### src/rtl/alu_b_pkg.sv
// Shared types and widths for the ALU operand-B stage.
package alu_b_pkg;

    localparam int unsigned ALU_B_OP_W = 3;
    localparam int unsigned EXT_W      = 16;

    typedef enum logic [ALU_B_OP_W-1:0] {
        OP_PASS   = 3'd0,
        OP_CONST  = 3'd1,
        OP_NOT    = 3'd2,
        OP_NEG    = 3'd3,
        OP_SHL2   = 3'd4,
        OP_SEXT16 = 3'd5,
        OP_ZEXT16 = 3'd6,
        OP_ZERO   = 3'd7
    } alu_b_op_t;

    // Encoding doubles as the occupancy count.
    typedef enum logic [1:0] {
        SKID_EMPTY = 2'd0,
        SKID_ONE   = 2'd1,
        SKID_FULL  = 2'd2
    } skid_state_t;

endpackage

### src/rtl/alu_b_skid_buffer.sv
// Generic 2-entry valid/ready skid buffer with flush; main register drives out_data.
module alu_b_skid_buffer
    import alu_b_pkg::*;
#(
    parameter int unsigned WIDTH = 32
) (
    input  logic             clk,
    input  logic             reset,
    input  logic             flush,
    input  logic             in_valid,
    output logic             in_ready,
    input  logic [WIDTH-1:0] in_data,
    output logic             out_valid,
    input  logic             out_ready,
    output logic [WIDTH-1:0] out_data,
    output logic [1:0]       count
);

    skid_state_t      state, state_nxt;
    logic [WIDTH-1:0] main_q, main_nxt;
    logic [WIDTH-1:0] skid_q, skid_nxt;
    logic             in_xfer, out_xfer;

    always_ff @(posedge clk) begin
        if (reset) begin
            state  <= SKID_EMPTY;
            main_q <= '0;
            skid_q <= '0;
        end else begin
            state  <= state_nxt;
            main_q <= main_nxt;
            skid_q <= skid_nxt;
        end
    end

    // Next-state: flush empties the buffer but leaves main_q untouched.
    always_comb begin
        state_nxt = state;
        main_nxt  = main_q;
        skid_nxt  = skid_q;
        in_xfer   = in_valid && (state != SKID_FULL);
        out_xfer  = out_ready && (state != SKID_EMPTY);
        if (flush) begin
            state_nxt = SKID_EMPTY;
        end else begin
            unique case (state)
                SKID_EMPTY: begin
                    if (in_xfer) begin
                        main_nxt  = in_data;
                        state_nxt = SKID_ONE;
                    end
                end
                SKID_ONE: begin
                    if (in_xfer && out_xfer) begin
                        main_nxt = in_data;
                    end else if (in_xfer) begin
                        skid_nxt  = in_data;
                        state_nxt = SKID_FULL;
                    end else if (out_xfer) begin
                        state_nxt = SKID_EMPTY;
                    end
                end
                SKID_FULL: begin
                    if (out_xfer) begin
                        main_nxt  = skid_q;
                        state_nxt = SKID_ONE;
                    end
                end
                default: state_nxt = SKID_EMPTY;
            endcase
        end
    end

    assign in_ready  = reset || (state != SKID_FULL);
    assign out_valid = (state != SKID_EMPTY);
    assign out_data  = main_q;
    assign count     = 2'(state);

endmodule

### src/rtl/alu_b_operand_stage.sv
// Operand-B stage: source mux + transform, buffered behind a 2-entry skid buffer.
module alu_b_operand_stage
    import alu_b_pkg::*;
#(
    parameter  int unsigned WIDTH     = 32,
    parameter  int unsigned NUM_SRC   = 4,
    parameter  int unsigned CONST_VAL = 4,
    localparam int unsigned SEL_W     = $clog2(NUM_SRC)
) (
    input  logic                     clk,
    input  logic                     reset,
    input  logic                     flush,
    input  logic                     in_valid,
    output logic                     in_ready,
    input  logic [SEL_W-1:0]         src_sel,
    input  logic [ALU_B_OP_W-1:0]    op,
    input  logic [NUM_SRC*WIDTH-1:0] data_in,
    output logic                     out_valid,
    input  logic                     out_ready,
    output logic [WIDTH-1:0]         out_data,
    output logic [1:0]               out_count
);

    logic [WIDTH-1:0] src;
    logic [WIDTH-1:0] result;

    function automatic logic [WIDTH-1:0] transform(input alu_b_op_t code, input logic [WIDTH-1:0] s);
        unique case (code)
            OP_PASS:   transform = s;
            OP_CONST:  transform = WIDTH'(CONST_VAL);
            OP_NOT:    transform = ~s;
            OP_NEG:    transform = ~s + WIDTH'(1);
            OP_SHL2:   transform = s << 2;
            OP_SEXT16: transform = WIDTH'($signed(s[EXT_W-1:0]));
            OP_ZEXT16: transform = WIDTH'(s[EXT_W-1:0]);
            OP_ZERO:   transform = '0;
            default:   transform = '0;
        endcase
    endfunction

    // Out-of-range selects fall back to source 0.
    always_comb begin
        src = data_in[WIDTH-1:0];
        for (int unsigned k = 1; k < NUM_SRC; k++) begin
            if (src_sel == SEL_W'(k)) src = data_in[k*WIDTH +: WIDTH];
        end
    end

    assign result = transform(alu_b_op_t'(op), src);

    alu_b_skid_buffer #(.WIDTH(WIDTH)) u_skid (
        .clk       (clk),
        .reset     (reset),
        .flush     (flush),
        .in_valid  (in_valid),
        .in_ready  (in_ready),
        .in_data   (result),
        .out_valid (out_valid),
        .out_ready (out_ready),
        .out_data  (out_data),
        .count     (out_count)
    );

endmodule

### config.mk
export PLATFORM = sky130hd
export DESIGN_NAME = alu_b_operand_stage
export DESIGN_NICKNAME = d
export VERILOG_FILES = /design/src/rtl/alu_b_pkg.sv /design/src/rtl/alu_b_skid_buffer.sv /design/src/rtl/alu_b_operand_stage.sv
export SDC_FILE = /design/constraint.sdc
export NUM_CORES = 1
export LEC_CHECK = 0
export BUFFER_PORTS_ARGS = -buffer_cell sky130_fd_sc_hd__buf_4
export CELL_PAD_IN_SITES_DETAIL_PLACEMENT = 0
export CELL_PAD_IN_SITES_GLOBAL_PLACEMENT = 2
export CORE_ASPECT_RATIO = 0.8
export CORE_MARGIN = 1.5
export CORE_UTILIZATION = 31
export CTS_CLUSTER_SIZE = 24
export DETAILED_ROUTE_END_ITERATION = 10
export PLACE_DENSITY_LB_ADDON = 0.1
export SYNTH_ARGS = -nofsm -noshare
export SYNTH_HDL_FRONTEND = slang
export SYNTH_SLANG_ARGS = --single-unit
### constraint.sdc
create_clock -name clk -period 4.8 [get_ports clk]
set_input_delay 0.24 -clock clk [delete_from_list [all_inputs] [get_ports clk]]
set_output_delay 0.24 -clock clk [all_outputs]
set_load 0.02 [all_outputs]
# After elaboration in Yosys (flattened, before gate mapping)
# Index checks and enable logic that the tools add are counted.
dict set report classes {
  add_sub_neg 1
  n_eq_ne 18
  mux 14
  bitwise_logic 3
  n_reduce_logical 12
}
# operator n
set op_table {}
lappend op_table {{$pmux W32 S8} 1}
lappend op_table {{$mux W32} 6}
lappend op_table {{$pmux W32 S3} 1}
lappend op_table {{$add A32 B1 Y32 const B} 1}
lappend op_table {{$not A32 Y32} 1}
lappend op_table {{$eq A3 B3 Y1 const B} 4}
lappend op_table {{$mux W2} 5}
lappend op_table {{$reduce_and A4 Y1} 2}
lappend op_table {{$eq A2 B2 Y1 const B} 3}
lappend op_table {{$eq A3 B2 Y1 const B} 2}
lappend op_table {{$ne A2 B1 Y1 const B} 3}
lappend op_table {{$pmux W2 S3} 1}
lappend op_table {{$reduce_and A5 Y1} 1}
lappend op_table {{$eq A2 B1 Y1 const B} 2}
lappend op_table {{$ne A2 B2 Y1 const B} 2}
lappend op_table {{$eq A3 B1 Y1 const B} 1}
lappend op_table {{$logic_and A1 B1 Y1} 3}
lappend op_table {{$logic_not A3 Y1} 1}
lappend op_table {{$ne A3 B1 Y1 const B} 1}
lappend op_table {{$reduce_bool A3 Y1} 1}
lappend op_table {{$logic_not A2 Y1} 1}
lappend op_table {{$not A1 Y1} 2}
lappend op_table {{$reduce_bool A2 Y1} 1}
lappend op_table {{$reduce_or A2 Y1} 1}
lappend op_table {{$logic_or A1 B1 Y1} 1}
dict set report totals {
  regBits 66
  word_cells 51
}

# Logic depth before layout (Yosys ltp)
dict set report logic_depth {
  depth_word 9
  depth_mapped 12
}

# Cells and area by module
# From an unflattened synthesis, not the netlist that was laid out.
dict set report hier_totals {
  hier_cells 726
  hier_area_um2 5620.4
}
# mod instances cells_each area_per_inst_um2
set by_module_without_submodules {}
lappend by_module_without_submodules {alu_b_skid_buffer 1 338 2831.5}
lappend by_module_without_submodules {alu_b_operand_stage 1 388 2788.9}

# Least setup slack after synthesis
# OpenSTA, ideal clock, no wires.
dict set report synth_path {
  path_kind {input port to flip-flop}
  startpoint {input src_sel[0]}
  endpoint {register u_skid.skid_q[29]}
  setup_ns 0.132
  arrival_ns 3.109
  setup_slack_ns 1.558
  cell_stages 11
  n_path_buf 4
  path_cell_list {buf_6 buf_4 buf_4 buf_2 mux4_2 nor4_1 nand4b_1 or4_4 o21a_1 o22ai_2 o22ai_2}
}
dict set report synth_via {
  elab_chain_len 7
}
# element line
set synth_lines {}
lappend synth_lines {{start, declared} alu_b_operand_stage.sv:15} ;# input logic [SEL_W-1:0] src_sel,
lappend synth_lines {{$eq A2 B1 Y1} alu_b_operand_stage.sv:45} ;# if (src_sel == SEL_W'(k)) src = data_in[k*WIDTH +: WIDTH];
lappend synth_lines {{$mux W32 (2 in series)} alu_b_operand_stage.sv:45}
lappend synth_lines {{$mux W32 *} alu_b_operand_stage.sv:45}
lappend synth_lines {{$not A32 Y32} {alu_b_operand_stage.sv:31, alu_b_operand_stage.sv:32}}
lappend synth_lines {{$add A32 B1 Y32} alu_b_operand_stage.sv:32} ;# OP_NEG: transform = ~s + WIDTH'(1);
lappend synth_lines {{$pmux W32 S8 *} alu_b_operand_stage.sv:28} ;# unique case (code)
lappend synth_lines {{end signal, assigned} alu_b_skid_buffer.sv:32} ;# skid_q <= skid_nxt;
lappend synth_lines {{end, declared} alu_b_skid_buffer.sv:21} ;# logic [WIDTH-1:0] skid_q, skid_nxt;
# Mark *: on every way between the ends. The rest lies on a longest branch, timed or not.
# A chain may end at the register's enable or synchronous reset.

# Worst setup path after layout
dict set report layout_path {
  startpoint {input src_sel[0]}
  endpoint {register u_skid.main_q[21] (netlist: u_skid.out_data[21])}
}
dict set report layout_via {
  elab_chain_len 9
}
# element line
set layout_lines {}
lappend layout_lines {{$eq A2 B1 Y1} alu_b_operand_stage.sv:45}
lappend layout_lines {{$mux W32 (2 in series)} alu_b_operand_stage.sv:45}
lappend layout_lines {{$mux W32 *} alu_b_operand_stage.sv:45}
lappend layout_lines {{$not A32 Y32} {alu_b_operand_stage.sv:31, alu_b_operand_stage.sv:32}}
lappend layout_lines {{$add A32 B1 Y32} alu_b_operand_stage.sv:32}
lappend layout_lines {{$pmux W32 S8 *} alu_b_operand_stage.sv:28}
lappend layout_lines {{$mux W32, on equally long branches} {alu_b_skid_buffer.sv:54, alu_b_skid_buffer.sv:48}}
lappend layout_lines {{$pmux W32 S3 *} alu_b_skid_buffer.sv:46} ;# unique case (state)
lappend layout_lines {{end signal, assigned} alu_b_skid_buffer.sv:31} ;# main_q <= main_nxt;
lappend layout_lines {{end, declared} alu_b_skid_buffer.sv:20} ;# logic [WIDTH-1:0] main_q, main_nxt;
# Mark *: on every way between the ends. The rest lies on a longest branch, timed or not. The select of a mux whose other input is x is not followed.

==> summary.txt <==
Finish
  – Util after Layout: 43.1%
  – # diodes: 0
  – Area grow syn2layout: 33.7%
  – Layout net count: 936
  – Share of cells above drive strength 1: 30.5%
  – Commonest non-fill, non-tap cell in the layout: buf_4
  – Most frequent cells in the layout: buf_4 (182), nor2_1 (71), a21oi_1 (67)

GRT
  – Met2 Use GR: 38.0%
  – Gr usage total: 22.9%
  – First-pass GRT wire length: 31800 um
  – Grt met3 use: 3.51%
  – GRT busiest layer: met2
  – Largest net degree at the start of global routing: 38
  – Initial antenna violation count: 0
  – Vias in the first global route: 5766
  – Remaining global-route overflow: 0
  – Met1 Usage GRT: 30.8%

Critical path
  – Required @ worst endpoint: 5000 ps
  – CP arrival: 3580 ps
  – Worst r2r dst: u_skid.out_data[23]$_SDFFE_PP0P_
  – CP Capture Type: register
  – Worst r2r path cells: 7
  – CP Class: input port to register
  – Flop2flop setup slack: 2560 ps
  – Critical path startpoint category: input port
  – Crit Path Max Fanout: 25
  – Worst setup startpoint: src_sel[0]
  – RR Startpoint: u_skid.count[1]$_SDFFE_PP0P_
  – CP endpoint: u_skid.out_data[21]$_SDFFE_PP0P_

STA
  – Max-slew headroom: 15.7%
  – Final period utilization: 70.3%
  – Post-route setup TNS: 0 ps
  – Slew @ Worst Pin: 1250 ps
  – Final Hold Fails: 0
  – Final Critical Period: 3370 ps
  – Final setup violation count: 0
  – Max Slew Vio Count: 0
  – Skew final: 6.10 ps
  – RSZ-0062 raised after global routing: no
  – Maximum clock rate: 296 MHz

Place
  – Routability cong.: 0.896
  – HPWL after DPL: 14600 um
  – PortBufs: 173

Synthesis
  – Synth Area in Adders: 0.242%
  – Primary FF master, synth: dfxtp_1
  – Post-Syn Nets: 802
  – Post-Synth Simple-Gate Area: 23.5%
  – Multiplexer area fraction after synthesis: 15.9%
  – Largest family of logic cells by synthesized area: compound AO/OA/AOI/OAI gates
  – Synth Area in XOR/XNOR: 1.02%
  – Async set-reset flop share out of synthesis: 0%
  – EDFF count, synth: 0
  – Ys Warns: 0
  – Flops & latches, synth: 66
  – Mean Syn Cell Area: 7.79 um^2
  – Post-synth cell types: 63
  – Synth Cell Area: 0.00516 mm^2
  – Post-Syn Instances: 663
  – Synth Area in Compound Gates: 28.1%
  – Seq/Total Area, Yosys: 25.6%

Flow run
  – # Max-Cap Violations: 0

Min path
  – Worst hold-check path type: input port to register
  – Hold path depth: 2

Floorplanning
  – Die Y: 118 um
  – I/O Pins: 174
  – Die footprint: 0.0174 mm^2
  – Cell Rows: 41
  – Core area: 0.0160 mm^2
  – Initial core utilization: 32.3%
  – Die width: 147 um

Power
  – Max IR drop VDD: 176 uV
  – Power share of the sequential group: 31.5%
  – Logic pwr share: 27.4%
  – Switch share: 29.5%
  – Design internal power: 1.30 mW
  – Total power: 1.84 mW
  – Leakage: 2.72 nW
  – Power Density: 266 mW/mm^2
  – Psw: 542 uW
  – Clock share of power: 41.1%

Clocking
  – Clock-pin slew on the worst setup and hold paths: 60 ps
  – CTS tree: built
  – Hold-fix buffers, CTS: 0
  – Skew-Pair Late Insertion Delay: 330 ps
  – CTS max path bufs: 2
  – Total clock buffers created by CTS: 9
  – CTS Sinks: 66
  – # H-tree levels: 3
  – Buffer count from post-CTS setup fixing: 0
  – Root Buffer Master: clkbuf_16
  – Cts repair resizes: 0

Routing
  – Via Count: 5898
  – Routed wire per std cell: 19.8 um
  – Routed vias/inst: 5.80
  – DRC: 0
  – 1st-iter DRT viols: 351
  – Pre-antenna DRT Iters: 4
  – Routed Antenna Nets: 0
  – Routed WL: 20100 um

Run status
  – Status: finished clean
==> per-stage QoR <==
step / setup slack [ps] / instances / cell area (um^2) / hold WS (ps)
floorplan: 1560 / 663 / 5160 / 317
global placement: 1100 / 1001 / 6560 / 443
detailed placement: 1070 / 1001 / 6560 / 447
CTS: 1420 / 1017 / 6900 / 101
global route: 1210 / 1017 / 6900 / 110
finish: 1430 / 1017 / 6900 / 114
==> worst min-delay path by stage <==
stage / start / to / slack (ps)
detailed placement: u_skid.skid_q[9]$_SDFFE_PP0P_ / u_skid.skid_q[9]$_SDFFE_PP0P_ / 450
global placement: u_skid.out_data[7]$_SDFFE_PP0P_ / u_skid.out_data[7]$_SDFFE_PP0P_ / 440
finish: out_ready / u_skid.count[1]$_SDFFE_PP0P_ / 110
CTS: out_ready / u_skid.count[1]$_SDFFE_PP0P_ / 100
floorplan: flush / u_skid.count[0]$_SDFFE_PP0P_ / 320
global route: out_ready / u_skid.count[1]$_SDFFE_PP0P_ / 110
==> state kept, by name (all words and copies together) (netlist names) <==
| register | count |
|---|---|
| u_skid.out_data | 32 |
| u_skid.skid_q | 32 |
| u_skid.count | 2 |
==> cells in the mapped netlist (all sizes together) (3+ instances only) <==
library cell / number / share of area (%)
nor2: 71 / 5.2
inv: 11 / 0.80
mux4: 32 / 14
o21ai: 56 / 5.4
a221o: 3 / 0.58
or4: 6 / 0.94
a211oi: 16 / 2.3
mux2i: 10 / 1.9
xnor2: 5 / 0.85
a22oi: 3 / 0.44
or3: 13 / 1.6
nand3b: 3 / 0.44
a21oi: 67 / 6.5
dfxtp: 66 / 26
a21o: 3 / 0.44
nand4: 8 / 0.97
a31oi: 15 / 1.8
o22ai: 18 / 2.4
nand3: 19 / 1.8
or2: 6 / 0.73
and3: 4 / 0.48
nand2b: 4 / 0.48
nor4: 12 / 1.6
nor3b: 3 / 0.44
nor2b: 3 / 0.36
nor3: 33 / 3.2
o21a: 9 / 1.3
buf: 15 / 1.6
and2: 6 / 0.73
a211o: 9 / 1.5
clkbuf: 44 / 3.2
o211ai: 4 / 0.58
o31ai: 9 / 1.3
nand2: 48 / 3.5
==> power groups by stage <==
stage               combinational, mW  sequential (mW)  clock [mW]
floorplan                       0.280            0.607           0
detailed placement              0.502            0.591           0
finish                          0.504            0.579       0.756
global route                    0.546            0.581       0.792
global placement                0.498            0.590           0
CTS                             0.504            0.579       0.768
==> routing by layer <==
metal / share of wire (%) / routed length (um) / vias up
met1: 45 / 9150 / 2871
li1: - / - / 2809
met5: 0 / 0 / -
met3: 4.9 / 983 / 23
met4: 2.2 / 451 / 0
met2: 47 / 9570 / 195
==> worst max-delay path: stages <==
cell     delay (ps)
buf_4           220
buf_4           440
mux4_2          720
or4_1           650
or3_1           420
or4_1           400
a32o_1          290
o21ai_1         120
a21oi_1          70
==> cell families after synthesis <==
family	Yosys count
buf+inv	71
flops	66
xor+xnor	6
mux	42
simple gates	245
compound gates	232
fa+ha+maj	1
==> layout make-up <==
class | instances | area (um^2)
repair buffers | 182 | 1370
clock buffers | 9 | 225
flip-flops and latches | 66 | 1320
well taps | 215 | 269
multi-input cells | 526 | 3560
fillers | 1650 | 9100
inverters | 12 | 45.0
clock inverters | 7 | 118
Note: power is estimated with default switching activity, not from simulation.
